--- src/rtl/uart_tx_fifo_if.sv ---
// Byte-stream handshake bundle between producer, FIFO and UART transmitter.
// The master side drives upstream data and downstream ready; the FIFO is the slave.
interface uart_tx_fifo_if;
  logic [7:0] s_axis_tdata;
  logic       s_axis_tvalid;
  logic       s_axis_tready;
  logic [7:0] m_axis_tdata;
  logic       m_axis_tvalid;
  logic       m_axis_tready;

  modport master (
    output s_axis_tdata, s_axis_tvalid, m_axis_tready,
    input  s_axis_tready, m_axis_tdata, m_axis_tvalid
  );

  modport slave (
    input  s_axis_tdata, s_axis_tvalid, m_axis_tready,
    output s_axis_tready, m_axis_tdata, m_axis_tvalid
  );
endinterface

--- src/rtl/uart_tx_fifo.sv ---
// First-word-fall-through byte FIFO feeding a UART transmitter, with registered
// valid/ready/almost-full flags, a sticky overflow flag and a synchronous flush.
module uart_tx_fifo #(
  parameter int DEPTH           = 16,
  parameter int ALMOST_FULL_LVL = 12
) (
  input  logic                     clk,
  input  logic                     rst_n,
  input  logic                     flush,
  uart_tx_fifo_if.slave            bus,
  output logic [$clog2(DEPTH):0]   fifo_count,
  output logic                     almost_full,
  output logic                     overflow
);
  localparam int AW = $clog2(DEPTH);
  localparam int CW = AW + 1;

  if ((DEPTH < 4) || (DEPTH > 256) || ((DEPTH & (DEPTH - 1)) != 0))
    $error("uart_tx_fifo: DEPTH must be a power of two in 4..256");
  if ((ALMOST_FULL_LVL < 1) || (ALMOST_FULL_LVL > DEPTH))
    $error("uart_tx_fifo: ALMOST_FULL_LVL must be 1..DEPTH");

  logic [7:0]    mem_q [DEPTH];
  logic [AW-1:0] wr_ptr_q, wr_ptr_d, rd_ptr_q, rd_ptr_d;
  logic [CW-1:0] count_q, count_d;
  logic          mvld_q, mvld_d, srdy_q, srdy_d;
  logic          afull_q, afull_d, ovf_q, ovf_d;
  logic          push, pop;

  // Handshakes use the registered flags, so a full FIFO refuses a push even
  // when a pop happens on the same edge.
  assign push = bus.s_axis_tvalid && srdy_q && !flush;
  assign pop  = mvld_q && bus.m_axis_tready && !flush;

  always_comb begin
    wr_ptr_d = wr_ptr_q;
    rd_ptr_d = rd_ptr_q;
    count_d  = count_q;
    ovf_d    = ovf_q;
    if (flush) begin
      wr_ptr_d = '0;
      rd_ptr_d = '0;
      count_d  = '0;
      ovf_d    = 1'b0;
    end else begin
      if (push) wr_ptr_d = wr_ptr_q + AW'(1);
      if (pop)  rd_ptr_d = rd_ptr_q + AW'(1);
      case ({push, pop})
        2'b10:   count_d = count_q + CW'(1);
        2'b01:   count_d = count_q - CW'(1);
        default: count_d = count_q;
      endcase
      if (bus.s_axis_tvalid && !srdy_q) ovf_d = 1'b1;
    end
    mvld_d  = (count_d != '0);
    srdy_d  = (count_d != CW'(DEPTH));
    afull_d = (count_d >= CW'(ALMOST_FULL_LVL));
  end

  // Ready stays low through reset and rises on the first edge after release.
  always_ff @(posedge clk or negedge rst_n) begin
    if (!rst_n) begin
      wr_ptr_q <= '0;
      rd_ptr_q <= '0;
      count_q  <= '0;
      mvld_q   <= 1'b0;
      srdy_q   <= 1'b0;
      afull_q  <= 1'b0;
      ovf_q    <= 1'b0;
    end else begin
      wr_ptr_q <= wr_ptr_d;
      rd_ptr_q <= rd_ptr_d;
      count_q  <= count_d;
      mvld_q   <= mvld_d;
      srdy_q   <= srdy_d;
      afull_q  <= afull_d;
      ovf_q    <= ovf_d;
    end
  end

  // Storage is not reset; stale entries are never visible because valid gates them.
  always_ff @(posedge clk) begin
    if (push) mem_q[wr_ptr_q] <= bus.s_axis_tdata;
  end

  assign bus.m_axis_tdata  = mem_q[rd_ptr_q];
  assign bus.m_axis_tvalid = mvld_q;
  assign bus.s_axis_tready = srdy_q;
  assign fifo_count        = count_q;
  assign almost_full       = afull_q;
  assign overflow          = ovf_q;
endmodule

--- src/flat_wrapper.sv ---
// flat-port wrapper written by rule: the top's interface ports become plain ports
module uart_tx_fifo_flat 
#(
  parameter int DEPTH           = 16,
  parameter int ALMOST_FULL_LVL = 12
)
  (clk, rst_n, flush, fifo_count, almost_full, overflow, bus_s_axis_tdata, bus_s_axis_tvalid, bus_m_axis_tready, bus_s_axis_tready, bus_m_axis_tdata, bus_m_axis_tvalid);
  uart_tx_fifo_if bus_i ();
  input  logic clk;
  input  logic rst_n;
  input  logic flush;
  output logic [$clog2(DEPTH):0] fifo_count;
  output logic almost_full;
  output logic overflow;
  input wire logic [$bits(bus_i.s_axis_tdata)-1:0] bus_s_axis_tdata;
  input wire logic [$bits(bus_i.s_axis_tvalid)-1:0] bus_s_axis_tvalid;
  input wire logic [$bits(bus_i.m_axis_tready)-1:0] bus_m_axis_tready;
  output wire logic [$bits(bus_i.s_axis_tready)-1:0] bus_s_axis_tready;
  output wire logic [$bits(bus_i.m_axis_tdata)-1:0] bus_m_axis_tdata;
  output wire logic [$bits(bus_i.m_axis_tvalid)-1:0] bus_m_axis_tvalid;
  assign bus_i.s_axis_tdata = bus_s_axis_tdata;
  assign bus_i.s_axis_tvalid = bus_s_axis_tvalid;
  assign bus_i.m_axis_tready = bus_m_axis_tready;
  assign bus_s_axis_tready = bus_i.s_axis_tready;
  assign bus_m_axis_tdata = bus_i.m_axis_tdata;
  assign bus_m_axis_tvalid = bus_i.m_axis_tvalid;
  uart_tx_fifo #(.DEPTH(DEPTH), .ALMOST_FULL_LVL(ALMOST_FULL_LVL)) u_core (.clk(clk), .rst_n(rst_n), .flush(flush), .bus(bus_i), .fifo_count(fifo_count), .almost_full(almost_full), .overflow(overflow));
endmodule
--- config.mk ---
export PLATFORM = sky130hd
export DESIGN_NAME = uart_tx_fifo_flat
export DESIGN_NICKNAME = d
export VERILOG_FILES = /design/src/rtl/uart_tx_fifo_if.sv /design/src/rtl/uart_tx_fifo.sv /design/src/flat_wrapper.sv
export SDC_FILE = /design/constraint.sdc
export NUM_CORES = 1
export LEC_CHECK = 0
export CAP_MARGIN = 20
export CORE_MARGIN = 1
export CORE_UTILIZATION = 45
export DETAILED_ROUTE_END_ITERATION = 10
export SETUP_SLACK_MARGIN = 0.3
export SYNTH_ARGS = -nofsm -noshare
export SYNTH_HDL_FRONTEND = slang
export SYNTH_SLANG_ARGS = --single-unit
--- constraint.sdc ---
create_clock -name clk -period 2.3 [get_ports clk]
set_clock_uncertainty 0.15 [all_clocks]
set_input_delay 0.23 -clock clk [delete_from_list [all_inputs] [get_ports clk]]
set_output_delay 0.23 -clock clk [all_outputs]
set_load 0.02 [all_outputs]
* After elaboration in Yosys (flattened, before gate mapping)
Memories as Yosys holds them, arrays and structs flattened.
Index checks and enable logic that the tools add are counted.
** Storage, ports and cells
- Flip-flop bits (word level) :: 17
- Memory bits (writable) :: 128
- Memories :: 1
** Memories
- u_core.mem_q :: depth 16, bits a word 8, rd ports 1, clocked after memory_dff 0, wr ports 1, line uart_tx_fifo.sv:23 : logic [7:0] mem_q [DEPTH];
** Cells by class
- Add/sub/neg operators :: 4
- $lt $le $gt $ge :: 1
- Equality and inequality tests :: 3
- Multiplexer cells :: 10
- Reductions and logical operators :: 11
** Operator list (number)
- two-way mux 4 bit :: 4
- case mux 5 bit (2 select lines) :: 1
- adder 4 x 1 -> 4 bit, second input constant :: 2
- nonzero test 2 bit :: 3
- adder 5 x 1 -> 5 bit, second input constant :: 1
- greater-or-equal comparator 5 x 4 -> 1 bit, second input constant :: 1
- logical AND 1 bit :: 5
- two-way mux 5 bit :: 1
- != test 5 bit, second input constant :: 1
- nonzero test 5 bit :: 1
- subtractor 5 x 1 -> 5 bit, second input constant :: 1
- two-way mux 1 bit :: 4
- equality test 2 x 1 -> 1 bit, second input constant :: 1
- equality test 2 bit, second input constant :: 1
- zero test 1 bit :: 2

* Depth between registers and ports, before layout
Gate-level depths: netlist of the first run.
- Word-level depth :: 6
- Depth in mapped cells :: 11

* Least setup slack after synthesis of the first run
Ideal clock, no wire load.
- Kind :: reg2reg
- From :: register u_core.srdy_q (netlist: u_core.bus.s_axis_tready)
- To :: register u_core.srdy_q (netlist: u_core.bus.s_axis_tready)
- Setup time :: 0.137 ns
- Arrival :: 2.413 ns
- Setup slack :: -0.400 ns
- Cell stages (with the launch flop) :: 12
- Clock period less this slack :: 2.700 ns
- Cell sequence :: dfrtp_1 > nand2_1 > nor2_1 > inv_1 > ha_1 > xor2_1 > ha_1 > or3b_1 > a32oi_1 > xor2_1 > nor2_1 > nand3_2
** Between the ends
- Cells in the longest elaborated chain, start to end :: 6
- Elaborated cells on any way between the ends :: 7
- Classes of those cells :: eq/ne: 3; mux: 2; reduce/logical: 2
** Ends and longest elaborated chain
- start: declaration :: line uart_tx_fifo.sv:26 : logic mvld_q, mvld_d, srdy_q, srdy_d;
- start signal: assignment :: line uart_tx_fifo.sv:75 : srdy_q <= srdy_d;
- logical AND 1 bit (*) (2 in series) :: line uart_tx_fifo.sv:32 : assign push = bus.s_axis_tvalid && srdy_q && !flush;
- equality test 2 x 1 -> 1 bit or equality test 2 bit (tied branches) :: line uart_tx_fifo.sv:48 : case ({push, pop})
- case mux 5 bit (2 select lines) (*) :: line uart_tx_fifo.sv:48
- two-way mux 5 bit (*) :: line uart_tx_fifo.sv:40 : if (flush) begin
- named net u_core.count_d[4] :: line uart_tx_fifo.sv:25 : logic [CW-1:0] count_q, count_d;
- != test 5 bit (*) :: line uart_tx_fifo.sv:56 : srdy_d = (count_d != CW'(DEPTH));
- named net u_core.srdy_d :: line uart_tx_fifo.sv:26
Mark *: on every way through the listed nets, which the timed path passes. The rest lies on a longest branch.
A chain may end at the register's enable or synchronous reset.

* Final worst setup path of the first run
- From :: register u_core.rd_ptr_q[0]
- To :: output port bus_m_axis_tdata[2]
** Between the ends
- Cells in the longest elaborated chain, start to end :: 1
** Ends and longest elaborated chain
- start: declaration :: line uart_tx_fifo.sv:24 : logic [AW-1:0] wr_ptr_q, wr_ptr_d, rd_ptr_q, rd_ptr_d;
- start signal: assignment :: line uart_tx_fifo.sv:72 : rd_ptr_q <= rd_ptr_d;
- memory (16 x 8 bit)
- end: declaration :: line flat_wrapper.sv:19 : output wire logic [$bits(bus_i.m_axis_tdata)-1:0] bus_m_axis_tdata;
No other way between the ends.

==> flow_metrics.py, run 1 <==
metrics = {
    "timing": {
        "fin_crit_ns": 2.47,
        "whs_ns": 0.364,
        "setup_ws_ns": -0.169,
        "slew_violations": 0,
        "period_share": 1.07,
        "relSlewSlack": 0.617,
        "setup_viol": 12,
        "rsz0062_at_grt": "yes",
        "final_hold_viol_count": 0,
        "max_freq_ghz": 0.405,
        "worst_slew_pin_slew_ns": 0.572,
    },
    "floorplanning": {
        "core_um2": 12800,
        "die_area_um2": 13700,
        "initial_utilization": 0.466,
        "dieWidth_um": 117,
        "die_height_um": 117,
        "num_rows": 41,
        "io_pins": 30,
    },
    "placed_design": {
        "portBuffers": 29,
        "gp_congestion": 0.780,
        "place_ws_ns": -0.483,
        "dpl.hpwl_um": 7820,
    },
    "synthesis": {
        "synth.distinct_cells": 36,
        "synth.largest_area_cell": "edfxtp_1",
        "synth-warning-count": 0,
        "yosysSeqAreaShare": 0.717,
        "syn_area_um2": 5960,
        "synth_fp_nets": 384,
        "postSynthCellCount": 363,
        "synth_top_area_frac": 0.645,
        "synth-seq-cells": 145,
        "syn_area_per_cell_um2": 16.4,
        "synthTopCellsByArea": "edfxtp_1 (65%), dfrtp_1 (7.1%), mux4_2 (6.1%)",
    },
    "route": {
        "first_iter_violations": 224,
        "wl_um": 11900,
        "ant_nets": 0,
        "drc": 0,
        "drt-wirelength-per-cell_um": 18.9,
        "post_drt_via_cell_ratio": 5.33,
        "vias": 3361,
        "firstDrtPassIters": 4,
    },
    "finish": {
        "antennaDiodeCount": 0,
        "n_fill_cell": 958,
        "drive_gt1_frac": 0.347,
        "nets": 466,
        "area_growth_pct": 30.4,
    },
    "worst_setup_path": {
        "r2r-start": "u_core.bus.s_axis_tready",
        "reg2reg_setup_slack_ns": -0.05,
        "critPathCaptureType": "primary output",
        "cpMostUsedCell": "buf_12",
        "criticalPathCategory": "flip-flop to primary output",
        "critical_path.slowest_cell": "dfrtp_2",
        "rr_endpoint": "u_core.bus.m_axis_tvalid",
        "reg2reg_depth": 10,
        "cp_cell_sequence": "buf_12 -> buf_12 -> mux2_2 -> o21ai_0 -> a21oi_1 -> a22oi_1 -> nand2_1 -> buf_6",
        "slowest_delay_ns": 0.37,
        "cp_max_fo": 10,
        "critical_path_arrival_ns": 2.09,
        "critPathRequiredTime_ns": 1.92,
        "crit_end": "bus_m_axis_tdata[2]",
        "startpoint_type": "flip-flop",
        "crit_path_start": "u_core.rd_ptr_q[0]",
    },
    "power_and_ir_drop": {
        "power_density_nw_per_um2": 821,
        "leakage_uw": 0.00265,
        "peakVddDrop_mv": 0.754,
    },
    "cts": {
        "htreeDepth": 4,
        "clk_path_buf_depth": 2,
        "clk_pin_slew_worst_paths_ns": 0.06,
        "clkLatencyLatePin_ns": 0.42,
        "cts_buffers": 17,
        "cts_root_buffer": "clkbuf_16",
        "cts_tree": "yes",
        "clkSinkCount": 145,
    },
    "hold_path": {
        "hold_path_class": "flip-flop to flip-flop",
        "hold_depth": 2,
    },
    "grt": {
        "grt_pass1_vias": 3418,
        "grt_max_degree": 21,
        "grt_pass1_wl_um": 18800,
        "grt-ovfl-total": 0,
        "antenna_found_initial": 0,
        "track_usage": 0.198,
    },
    "run": {
        "maxCapViolations": 0,
    },
    "outcome": {
        "status": "finished with violations",
        "violations": "setup timing",
    },
}
[repair_timing]
action / CTS / global route
hold buffers: 1 / 0
setup buffers: 8 / 1
resized for setup: 77 / 32
pin swaps: 22 / 18
gates cloned: 3 / 0
setup endpoints to repair: 14 / 15
endpoints found under the hold margin: 17 / 0
[report_power, final]
part	switching (uW)	total (uW)	internal (uW)
clock	1030	2830	1800
sequential	26.4	2930	2900
combinational	289	611	322
total	1350	6370	5020
[cells in the final DEF (no fill, tap or decap), drive strengths merged, types with 4 or more instances in the layout]
master	netlist	routed
nand3	7	7
a21oi	13	13
ha	8	8
clkbuf	8	17
bufinv	0	4
o21ai	18	18
clkdlybuf4s50	0	21
nand2	19	19
a22oi	8	8
inv	5	5
nor2	27	27
xor2	7	7
dfrtp	17	17
a221oi	8	8
mux2	8	8
clkinvlp	0	5
buf	12	60
mux2i	26	26
mux4	16	16
nor3	5	5
clkinv	0	6
edfxtp	128	128
[cells in the mapped netlist (all sizes together)]
| library cell | n |
|---|---|
| edfxtp | 128 |
| nor2 | 27 |
| mux2i | 26 |
| nand2 | 19 |
| o21ai | 18 |
| dfrtp | 17 |
| mux4 | 16 |
| a21oi | 13 |
| buf | 12 |
| a221oi | 8 |
| a22oi | 8 |
| clkbuf | 8 |
| ha | 8 |
| mux2 | 8 |
| nand3 | 7 |
| xor2 | 7 |
| inv | 5 |
| nor3 | 5 |
| nand2b | 3 |
| nor3b | 3 |
| xnor2 | 3 |
| a21o | 2 |
| a31oi | 2 |
| nor2b | 2 |
| a32oi | 1 |
| and2 | 1 |
| nand3b | 1 |
| nand4 | 1 |
| o22ai | 1 |
| o31ai | 1 |
| or3 | 1 |
| or3b | 1 |
[metal layers]
layer | global-route usage | wire length, um
met1 | 0.260 | 5450
met2 | 0.308 | 5770
met3 | 0.0525 | 473
met4 | 0.0937 | 223
met5 | 0 | 0
[stage by stage]
step | area [um2] | util | total power, uW | setup TNS, ns | instances
after detailed placement | 6740 | 0.527 | 3470 | -4.98 | 585
after global routing | 7760 | 0.608 | 6580 | -2.39 | 630
final | 7760 | 0.608 | 6370 | -1.33 | 630
after CTS | 7660 | 0.600 | 6410 | -1.52 | 629
after floorplan | 5990 | - | 3260 | -0.308 | 363
after global placement | 6740 | 0.527 | 3460 | -4.69 | 585
[worst min path at each step]
stage                         start                 end
detailed placement  u_core.overflow     u_core.overflow
CTS                 u_core.overflow     u_core.overflow
global route        u_core.overflow     u_core.overflow
global placement    u_core.overflow     u_core.overflow
finish              u_core.overflow     u_core.overflow
floorplan                     rst_n  u_core.almost_full
[cells by family (layout without fill, tap and decap cells)]
kind of cell | count (synthesis) | count (layout) | synth area share
AOI/OAI and AO/OA | 54 | 54 | 0.0563
xor gates and xnor gates | 10 | 10 | 0.0147
adders and majority gates | 8 | 8 | 0.0168
buffers and inverters | 25 | 120 | 0.0212
DFF | 145 | 145 | 0.717
muxes | 50 | 50 | 0.119
and+or+nand+nor | 71 | 71 | 0.0548
[critical path, delay by kind of cell (launching register included)]
family / cells / cell delay, ns
AO/OA/AOI/OAI: 3 / 0.44
buffers and inverters: 3 / 0.43
flip-flops: 1 / 0.37
multiplexers: 1 / 0.33
AND/OR/NAND/NOR: 1 / 0.11
[sequential cells by signal, indices dropped and copies added (netlist names)]
name,flops
u_core.mem_q,128
u_core.fifo_count,5
u_core.rd_ptr_q,4
u_core.wr_ptr_q,4
u_core.almost_full,1
u_core.bus.m_axis_tvalid,1
u_core.bus.s_axis_tready,1
u_core.overflow,1
[layout make-up]
class / count / area [um2] / share of cell area
Clock buffer: 17 / 425 / 0.0548
Clock inverter: 15 / 193 / 0.0248
Tap cell: 172 / 215 / 0.0277
Timing Repair Buffer: 83 / 871 / 0.112
Multi-Input combinational cell: 193 / 1770 / 0.228
Inverter: 5 / 18.8 / 0.00242
Sequential cell: 145 / 4280 / 0.551
No activity file was read; power rests on OpenSTA's default activity.
==> inputs of run 2 (changes only) <==
--- a/config.mk
+++ b/config.mk
@@ -9,6 +9,7 @@
 export CORE_MARGIN = 1
 export CORE_UTILIZATION = 45
 export DETAILED_ROUTE_END_ITERATION = 10
+export REMOVE_ABC_BUFFERS = 1
 export SETUP_SLACK_MARGIN = 0.3
 export SYNTH_ARGS = -nofsm -noshare
 export SYNTH_HDL_FRONTEND = slang
==> run 2 against run 1 <==
The run still ends with setup timing left. Critical path depth is the same. Total power shrank 4.2%. Register-to-register slack lost 0.07 ns. Count of clock-buffer cells in the layout grew 1. Wire length grew 20%. Clock power shrank 15%. Sequential power is essentially flat. First-iteration DRC count grew 30%. Maximum frequency shrank 3.9%. Utilization grew 5.5 points. Highest routed layer unchanged.
==> flow_metrics.py, run 2 (synthesis results as in run 1) <==
metrics = {
    "timing": {
        "tns_ns": -1.84,
        "whs_ns": 0.360,
        "period_share": 1.12,
        "slew_violations": 0,
        "max_freq_ghz": 0.389,
        "rsz0062_at_grt": "yes",
        "fin_crit_ns": 2.57,
        "setup_ws_ns": -0.269,
        "worst_slew_pin_slew_ns": 0.591,
        "final_hold_viol_count": 0,
        "setup_viol": 13,
        "relSlewSlack": 0.605,
    },
    "finish": {
        "nets": 511,
        "regMostFlops": "u_core.mem_q",
        "antennaDiodeCount": 0,
        "largest_reg_flops": 128,
        "area_growth_pct": 42.1,
        "final_common_cell": "edfxtp_1",
        "layout_common_cells": "edfxtp_1 (128), buf_6 (47), buf_4 (34)",
        "drive_gt1_frac": 0.433,
    },
    "worst_setup_path": {
        "crit_end": "bus_m_axis_tdata[7]",
        "cpMostUsedCell": "buf_12",
        "critical_path_arrival_ns": 2.19,
        "r2r-start": "u_core.bus.s_axis_tready",
        "reg2reg_depth": 10,
        "rr_endpoint": "u_core.bus.m_axis_tvalid",
        "crit_path_start": "u_core.rd_ptr_q[0]",
        "crit_cells": 8,
        "critPathRequiredTime_ns": 1.92,
        "cp_max_fo": 8,
        "slowest_delay_ns": 0.43,
        "cp.buffers_inverters": 4,
        "startpoint_type": "flip-flop",
        "critical_path.slowest_cell": "dfrtp_2",
        "reg2reg_setup_slack_ns": -0.12,
        "criticalPathCategory": "flip-flop to primary output",
        "cp_cell_sequence": "buf_12 -> buf_12 -> buf_12 -> mux2i_2 -> a221oi_2 -> a22oi_2 -> nand2_1 -> buf_6",
        "critPathCaptureType": "primary output",
        "cpLargestDelayFamily": "buffers and inverters",
    },
    "route": {
        "drt-wirelength-per-cell_um": 21.3,
        "wl_um": 14300,
        "ant_nets": 0,
        "vias": 3659,
        "first_iter_violations": 292,
        "firstDrtPassIters": 5,
        "post_drt_via_cell_ratio": 5.45,
        "drc": 0,
    },
    "floorplanning": {
        "dieWidth_um": 117,
        "die_height_um": 117,
        "initial_utilization": 0.466,
        "core_um2": 12800,
        "io_pins": 30,
        "die_area_um2": 13700,
        "num_rows": 41,
    },
    "power_and_ir_drop": {
        "leakage_uw": 0.00297,
        "power_density_nw_per_um2": 721,
        "peakVddDrop_mv": 0.503,
    },
    "outcome": {
        "violations": "setup timing",
        "status": "finished with violations",
    },
    "placed_design": {
        "dpl.hpwl_um": 7990,
        "gp_congestion": 0.786,
        "portBuffers": 29,
    },
    "hold_path": {
        "hold_path_class": "flip-flop to flip-flop",
    },
    "cts": {
        "clk_path_buf_depth": 2,
        "clk_pin_slew_worst_paths_ns": 0.06,
        "cts_root_buffer": "clkbuf_16",
        "cts_tree": "yes",
        "cts_buffers": 17,
        "htreeDepth": 4,
        "clkSinkCount": 145,
        "clkLatencyLatePin_ns": 0.42,
    },
    "grt": {
        "track_usage": 0.224,
        "grt_max_degree": 18,
        "grt-ovfl-total": 0,
        "grt_pass1_wl_um": 21000,
        "grt_pass1_vias": 3755,
        "antenna_found_initial": 0,
    },
    "run": {
        "maxCapViolations": 0,
    },
}
-- run 2: worst min-delay path by stage --
stage                    startpoint                 end  cells after the start
global placement    u_core.overflow     u_core.overflow                      2
finish              u_core.overflow     u_core.overflow                      2
global route        u_core.overflow     u_core.overflow                      2
floorplan                     rst_n  u_core.almost_full                      0
CTS                 u_core.overflow     u_core.overflow                      2
detailed placement  u_core.overflow     u_core.overflow                      2
-- run 2: power breakdown --
part | internal [uW] | switching [uW] | total, uW
clock | 1430 | 968 | 2400
combinational | 422 | 357 | 779
sequential | 2900 | 24.7 | 2930
-- run 2: metal layers --
layer | up-vias | GRT usage | share of wire
met5 | - | 0 | 0
met4 | 0 | 0.107 | 0.023
met3 | 24 | 0.0582 | 0.057
met2 | 123 | 0.370 | 0.51
met1 | 1850 | 0.277 | 0.41
li1 | 1662 | - | -
-- run 2: stage by stage --
stage | util | instances | power [uW] | setup slack, ns | cell area (um2)
floorplan | - | 343 | 3240 | -0.826 | 5850
global placement | 0.539 | 604 | 3480 | -0.467 | 6880
detailed placement | 0.539 | 604 | 3490 | -0.499 | 6880
CTS | 0.645 | 666 | 6090 | -0.202 | 8240
global route | 0.663 | 671 | 6300 | -0.354 | 8470
finish | 0.663 | 671 | 6110 | -0.269 | 8470
-- run 2: area by class of cell --
type,instances,area (um2)
Fill cell,858,4310
Sequential cell,145,4270
Multi-Input combinational cell,193,1980
Timing Repair Buffer,128,1480
Clock buffer,18,429
Tap cell,172,215
Clock inverter,10,73.8
Inverter,5,18.8
-- run 2: worst min-delay path: stages, from the launching register on --
cell and delay (ns):
dfrtp_1 0.34, a21oi_1 0.04, nor2_1 0.08
-- run 2: what timing repair did --
action                     in CTS  in global routing
gates resized for setup       173                 50
pin swaps                      46                 37
hold endpoints to repair       17                  0
setup endpoints to repair      13                148
cloned                          4                  0
hold buffers                    1                  0
buffers inserted               29                  5
